<file path="config.mk">
export PLATFORM = sky130hd
export DESIGN_NAME = step_ctrl
export DESIGN_NICKNAME = d
export VERILOG_FILES = /design/src/rtl/step_ctrl.sv
export SDC_FILE = /design/constraint.sdc
export NUM_CORES = 1
export LEC_CHECK = 0
export BUFFER_PORTS_ARGS = -buffer_cell sky130_fd_sc_hd__buf_4
export CORE_MARGIN = 10
export CORE_UTILIZATION = 50
export CTS_CLUSTER_DIAMETER = 150
export DETAILED_ROUTE_END_ITERATION = 10
export GPL_TIMING_DRIVEN = 1
export PLACE_DENSITY = 0.83
export SLEW_MARGIN = 10
export SYNTH_ARGS = -nofsm -noshare
export SYNTH_HDL_FRONTEND = slang
export SYNTH_SLANG_ARGS = --single-unit
</file>
<file path="constraint.sdc">
create_clock -name clk_27 -period 1.8 [get_ports clk_27]
set_input_delay 0.18 -clock clk_27 [delete_from_list [all_inputs] [get_ports clk_27]]
set_output_delay 0.18 -clock clk_27 [all_outputs]
set_load 0.05 [all_outputs]
</file>
<file path="src/rtl/step_ctrl.sv">
// rtl/step_ctrl.sv - run/single-step controller issuing processor enable pulses
// Slow-clock edges become one-cycle proc_en pulses, gated by run/step/halt.
module step_ctrl #(
  parameter int DEBOUNCE_CYCLES = 270_000
) (
  input  logic        clk_27,
  input  logic        reset,
  input  logic        slow_clk,
  input  logic        run,
  input  logic        step_n,
  input  logic        halt,
  output logic        proc_en,
  output logic [15:0] step_count,
  output logic [1:0]  state
);
  localparam int CW = $clog2(DEBOUNCE_CYCLES);
  localparam logic [CW-1:0] DB_LAST = CW'(DEBOUNCE_CYCLES - 1);

  typedef enum logic [1:0] {
    IDLE      = 2'b00,
    RUN       = 2'b01,
    STEP_WAIT = 2'b10,
    HALTED    = 2'b11
  } state_t;

  state_t        st;
  logic          slow_m, slow_s, slow_prev;
  logic          run_m, run_s;
  logic          step_m, step_s;
  logic          btn_db, btn_prev;
  logic [CW-1:0] db_cnt;
  logic          rise, press;

  // The button path idles high so reset never looks like a press.
  always_ff @(posedge clk_27) begin
    if (reset) begin
      slow_m    <= 1'b0;
      slow_s    <= 1'b0;
      slow_prev <= 1'b0;
      run_m     <= 1'b0;
      run_s     <= 1'b0;
      step_m    <= 1'b1;
      step_s    <= 1'b1;
    end else begin
      slow_m    <= slow_clk;
      slow_s    <= slow_m;
      slow_prev <= slow_s;
      run_m     <= run;
      run_s     <= run_m;
      step_m    <= step_n;
      step_s    <= step_m;
    end
  end

  assign rise  = slow_s & ~slow_prev;
  assign press = btn_prev & ~btn_db;

  always_ff @(posedge clk_27) begin
    if (reset) begin
      btn_db   <= 1'b1;
      btn_prev <= 1'b1;
      db_cnt   <= '0;
    end else begin
      btn_prev <= btn_db;
      if (step_s == btn_db) begin
        db_cnt <= '0;
      end else if (db_cnt == DB_LAST) begin
        btn_db <= step_s;
        db_cnt <= '0;
      end else begin
        db_cnt <= db_cnt + CW'(1);
      end
    end
  end

  // halt outranks everything but reset; HALTED is absorbing.
  always_ff @(posedge clk_27) begin
    if (reset) begin
      st      <= IDLE;
      proc_en <= 1'b0;
    end else begin
      proc_en <= 1'b0;
      if (halt) begin
        st <= HALTED;
      end else begin
        case (st)
          IDLE: begin
            if (run_s)      st <= RUN;
            else if (press) st <= STEP_WAIT;
          end
          RUN: begin
            if (!run_s)    st <= IDLE;
            else if (rise) proc_en <= 1'b1;
          end
          STEP_WAIT: begin
            if (rise) begin
              proc_en <= 1'b1;
              st      <= IDLE;
            end
          end
          default: st <= HALTED;
        endcase
      end
    end
  end

  always_ff @(posedge clk_27) begin
    if (reset)        step_count <= 16'd0;
    else if (proc_en) step_count <= step_count + 16'd1;
  end

  assign state = st;
endmodule

</file>
After elaboration in Yosys (flattened, before gate mapping)

Cells that the tools add are included.

Input bits: 6
Logic and storage cells: 41
Bits in latches: 0
Output and inout bits: 19
Flip-flop bits (word level): 47
Bits in writable memories: 0
Memory bits (read-only): 0
Memories kept: 0

Eq/ne operators: 7
Shift-type cells: 0
Multiply operators: 0
Mux-type cells: 9
Reduce and logical (&&, ||, !) cells: 5
Div/mod/pow operators: 0
Order comparisons: 0
Bitwise logic cells: 5
Add/subtract/negate cells: 2

Operator list:

| operator                                            | number |
|---|---|
| adder 19 x 1 -> 19 bit, second input constant       | 1 |
| equality test 19 bit, second input constant         | 1 |
| adder 16 x 1 -> 16 bit, second input constant       | 1 |
| 2-to-1 mux 2 bit                                    | 5 |
| inequality test 3 bit, second input constant        | 2 |
| one-hot mux 2 bit (3 select lines)                  | 1 |
| inequality test 4 bit, second input constant        | 1 |
| NOT 1 bit                                           | 3 |
| AND reduction 3 bit                                 | 1 |
| OR reduction 3 bit                                  | 1 |
| bitwise AND 1 bit                                   | 2 |
| equality test 2 x 1 -> 1 bit, second input constant | 1 |
| equality test 2 bit, second input constant          | 1 |
| logical NOT 2 bit                                   | 1 |
| 2-to-1 mux 1 bit                                    | 2 |
| one-hot mux 1 bit (2 select lines)                  | 1 |
| AND reduction 2 bit                                 | 1 |
| OR reduction 2 bit                                  | 1 |
| equality test 1 bit                                 | 1 |

Longest topological paths before layout

Depth in word-level cells: 6
Mapped depth: 6
Mapped depth without buffers: 6

Least setup slack after synthesis

OpenSTA, ideal clock, no wires.

Path kind: reg-to-reg
Start: reg step_count[0]
End: reg step_count[14]
Arrival: 2.039 ns
Period minus slack after synthesis: 2.109 ns
Setup slack: -0.309 ns
Buffers on the path: 0
Cell stages (with the launch flop): 6
Cell sequence: dfxtp_1 > ha_1 > and3_1 > or4b_1 > or3_1 > a21oi_1

Word-level cells in the longest chain between the ends: 1

RTL lines:

| element                | line | RTL |
|---|---|---|
| from (decl)            | 13   | `output logic [15:0] step_count,` |
| from (signal assigned) | 109  | `else if (proc_en) step_count <= step_count + 16'd1;` |
| adder 16 x 1 -> 16 bit | 109  |  |

No other way between the ends.
A chain may end at the register's enable or synchronous reset.

Worst setup path in the final report

Start: reg db_cnt[1]
End: reg db_cnt[18]

Word-level cells in the longest chain between the ends: 2

RTL lines:

| element                                                        | line | RTL |
|---|---|---|
| from (decl)                                                    | 31   | `logic [CW-1:0] db_cnt;` |
| from (signal assigned)                                         | 71   | `db_cnt <= db_cnt + CW'(1);` |
| branches (longest 2 deep; another with adder 19 x 1 -> 19 bit) | n/a  |  |

Parallel ways; which one is timed is not known.

==> flow_metrics.env <==
export IMPL_cts_sinks=47
export IMPL_clkTransAtPathRegs_ps=90
export IMPL_dieArea_mm2=0.00704
export IMPL_r2r_start="db_cnt[1]$_SDFF_PP0_"
export IMPL_path_cells="ha_1 -> nand4_1 -> or2_2 -> or4_4 -> a21oi_2"
export IMPL_synth_cell_type_count=38
export IMPL_critPathSlowestCell="or4_4"
export IMPL_yosys_warnings=0
export IMPL_ios=25
export IMPL_hp_class="in2reg"
export IMPL_first_pass_iters=4
export IMPL_ir_drop_uv=547
export IMPL_vias_per_cell=5.17
export IMPL_drv_cap=0
export IMPL_final_hold_viol_count=0
export IMPL_avgRoutedWirePerCell_um=12.8
export IMPL_setup_viol=0
export IMPL_hpwl_um=3010
export IMPL_layout_nets=275
export IMPL_critPathRequiredTime_ps=2030
export IMPL_synthCells=225
export IMPL_cp_max_fo=4
export IMPL_critical_path_top_delay_family="simple AND/OR/NAND/NOR gates"
export IMPL_synth_area_mm2=0.00204
export IMPL_final_setup_tns_ps=0
export IMPL_die_h_um=83.9
export IMPL_grt_pass1_vias=1546
export IMPL_synth_common_cells="dfxtp_1, nor2_1, xnor2_1"
export IMPL_powerDensity_mw_per_mm2=747
export IMPL_n_antenna_cell=0
export IMPL_core_area_mm2=0.00397
export IMPL_synth_top_cell_area_share=0.461
export IMPL_synth_ff_type="dfxtp_1"
export IMPL_synth_fp_nets=236
export IMPL_yosys_area_top_type="dfxtp_1"
export IMPL_maxSlewViolCount=0
export IMPL_synth_edf_count=0
export IMPL_maxSlewHeadroom=0.655
export IMPL_grt_first_pass_wirelength_um=6760
export IMPL_critical_path_arrival_ps=1960
export IMPL_ys_ff_latch=47
export IMPL_area_growth_pct=21.5
export IMPL_synth_area_top_cells="dfxtp_1, xnor2_1, nor2_1, nand4_1, xor2_1"
export IMPL_initial_core_util=0.514
export IMPL_end_kind="register"
export IMPL_remaining_drc_errors=0
export IMPL_grt_overflow=0
export IMPL_p_leak_nw=0.910
export IMPL_slowest_delay_ps=520
export IMPL_timing_final_crit_share=0.959
export IMPL_synth_most_common_cell="dfxtp_1"
export IMPL_routed_wirelength_um=4020
export IMPL_rsz0062_at_grt="false"
export IMPL_final_cells=315
export IMPL_chipWidth_um=83.9
export IMPL_io_buffers=24
export IMPL_dr_first_iter_drc_count=91
export IMPL_htreeDepth=2
export IMPL_crit_start="db_cnt[1]$_SDFF_PP0_"
export IMPL_grtUsageTotal=0.113
export IMPL_skew_ps=10.8
export IMPL_outcome="complete, no violations"
export IMPL_min_period_ps=1730
export IMPL_worst_pin_slew_ps=514
export IMPL_drive_gt1_frac=0.257
export IMPL_place_gp_congestion=0.804
export IMPL_cts_hold_buf=0
export IMPL_dr_total_vias=1627
export IMPL_clockBufferDepth=2
export IMPL_cp_start_kind="register"
export IMPL_clock_fmax_mhz=579
export IMPL_post_route_util=0.624
export IMPL_avgSynthCellArea_um2=9.07
export IMPL_cts_tree="yes"
export IMPL_synthArstFlopShare=0
export IMPL_antenna_left=0
export IMPL_cts_buffers=5
export IMPL_seq_area_frac_synth=0.461
export IMPL_dp_cells=306
export IMPL_grt_max_degree=30
export IMPL_row_count=23
export IMPL_path_class="reg2reg"
export IMPL_worstPathBufferInverterCount=0
export IMPL_worstSkewPairLatency_ps=300
export IMPL_cts_root_buf="clkbuf_8"
export IMPL_min_from="step_n"
export IMPL_antenna_found_initial=0
cell families (layout without fill, tap and decap cells):
group / Yosys count / in the layout / share of synthesized area
AO/OA/AOI/OAI: 17 / 17 / 0.0570
flip-flops: 47 / 47 / 0.461
buffers and inverters: 15 / 55 / 0.0294
AND/OR/NAND/NOR: 109 / 109 / 0.281
XOR/XNOR: 28 / 28 / 0.120
multiplexers: 4 / 4 / 0.0202
adder cells (fa/ha/maj): 5 / 5 / 0.0307
worst reg2reg max path: stages, from the launching register on:
cell and delay (ps):
dfxtp_1 360, ha_1 190, nand4_1 110, or2_2 350
or4_4 520, a21oi_2 130
power by group:
| group | leakage, nW | internal (mW) | switching [mW] |
|---|---|---|---|
| sequential | 0.387 | 1.05 | 0.0109 |
| clock | 0.0474 | 0.313 | 0.351 |
| combinational | 0.475 | 0.0538 | 0.0707 |
| total | 0.910 | 1.42 | 0.433 |
path summary, 6_finish.rpt:
kind | slack (ps) | cells past startpoint | to
max | 70 | 5 | db_cnt[18]$_SDFF_PP0_
min | 50 | 2 | step_m$_SDFF_PP1_
max reg2reg | 70 | 5 | db_cnt[18]$_SDFF_PP0_
min reg2reg | 440 | 1 | db_cnt[0]$_SDFF_PP0_
sequential cells by signal, summed over array words and instances, names as in the netlist:
signal,flops
btn_db,1
btn_prev,1
db_cnt,19
proc_en,1
run_m,1
run_s,1
slow_m,1
slow_prev,1
slow_s,1
state,2
step_count,16
step_m,1
step_s,1
stage by stage:
stage	area [µm²]	power (mW)	hold slack (ps)	setup WS (ps)
3_3_place_gp	2370	1.20	364	120
2_1_floorplan	2060	1.17	284	-88.5
6_report	2480	1.85	54.2	73.8
4_1_cts	2470	1.86	47.4	36.6
5_1_grt	2480	1.92	52.9	3.70
3_5_place_dp	2370	1.21	367	56.9
layer usage:
layer	part of all wire	vias to the layer above	GRT usage
met1	0.46	744	0.129
met5	0	-	0
met2	0.49	26	0.184
met4	0.015	0	0.0518
li1	-	850	-
met3	0.039	7	0.0410
layout make-up:
cell class / instances / area, µm²
fillers: 335 / 1490
multi-input cells: 163 / 1040
flip-flops and latches: 47 / 962
repair buffers: 36 / 270
clock buffers: 6 / 82.6
well taps: 50 / 62.6
inverters: 11 / 41.3
clock inverters: 2 / 16.3
cells in the final DEF (no fill, tap or decap), types with 2 or more instances in the layout:
| cell | synthesis | layout |
|---|---|---|
| a21oi_1 | 5 | 5 |
| and3_1 | 3 | 3 |
| buf_4 | 1 | 36 |
| clkbuf_8 | 0 | 6 |
| dfxtp_1 | 47 | 34 |
| dfxtp_2 | 0 | 11 |
| dfxtp_4 | 0 | 2 |
| ha_1 | 5 | 5 |
| inv_1 | 11 | 11 |
| mux2i_1 | 3 | 3 |
| nand2_1 | 11 | 11 |
| nand2b_1 | 2 | 2 |
| nand3_1 | 7 | 7 |
| nand4_1 | 13 | 13 |
| nor2_1 | 40 | 40 |
| nor2b_1 | 7 | 7 |
| nor3_1 | 6 | 6 |
| nor4_1 | 8 | 8 |
| o21ai_0 | 5 | 5 |
| or2_2 | 3 | 3 |
| xnor2_1 | 19 | 19 |
| xor2_1 | 9 | 9 |
timing repair:
item / in CTS / in global routing
endpoints found under the hold margin: 0 / 0
buffers inserted: 0 / 1
resized for setup: 0 / 2
setup endpoints to repair: 0 / 3
Note: power is estimated with default switching activity, not from simulation.
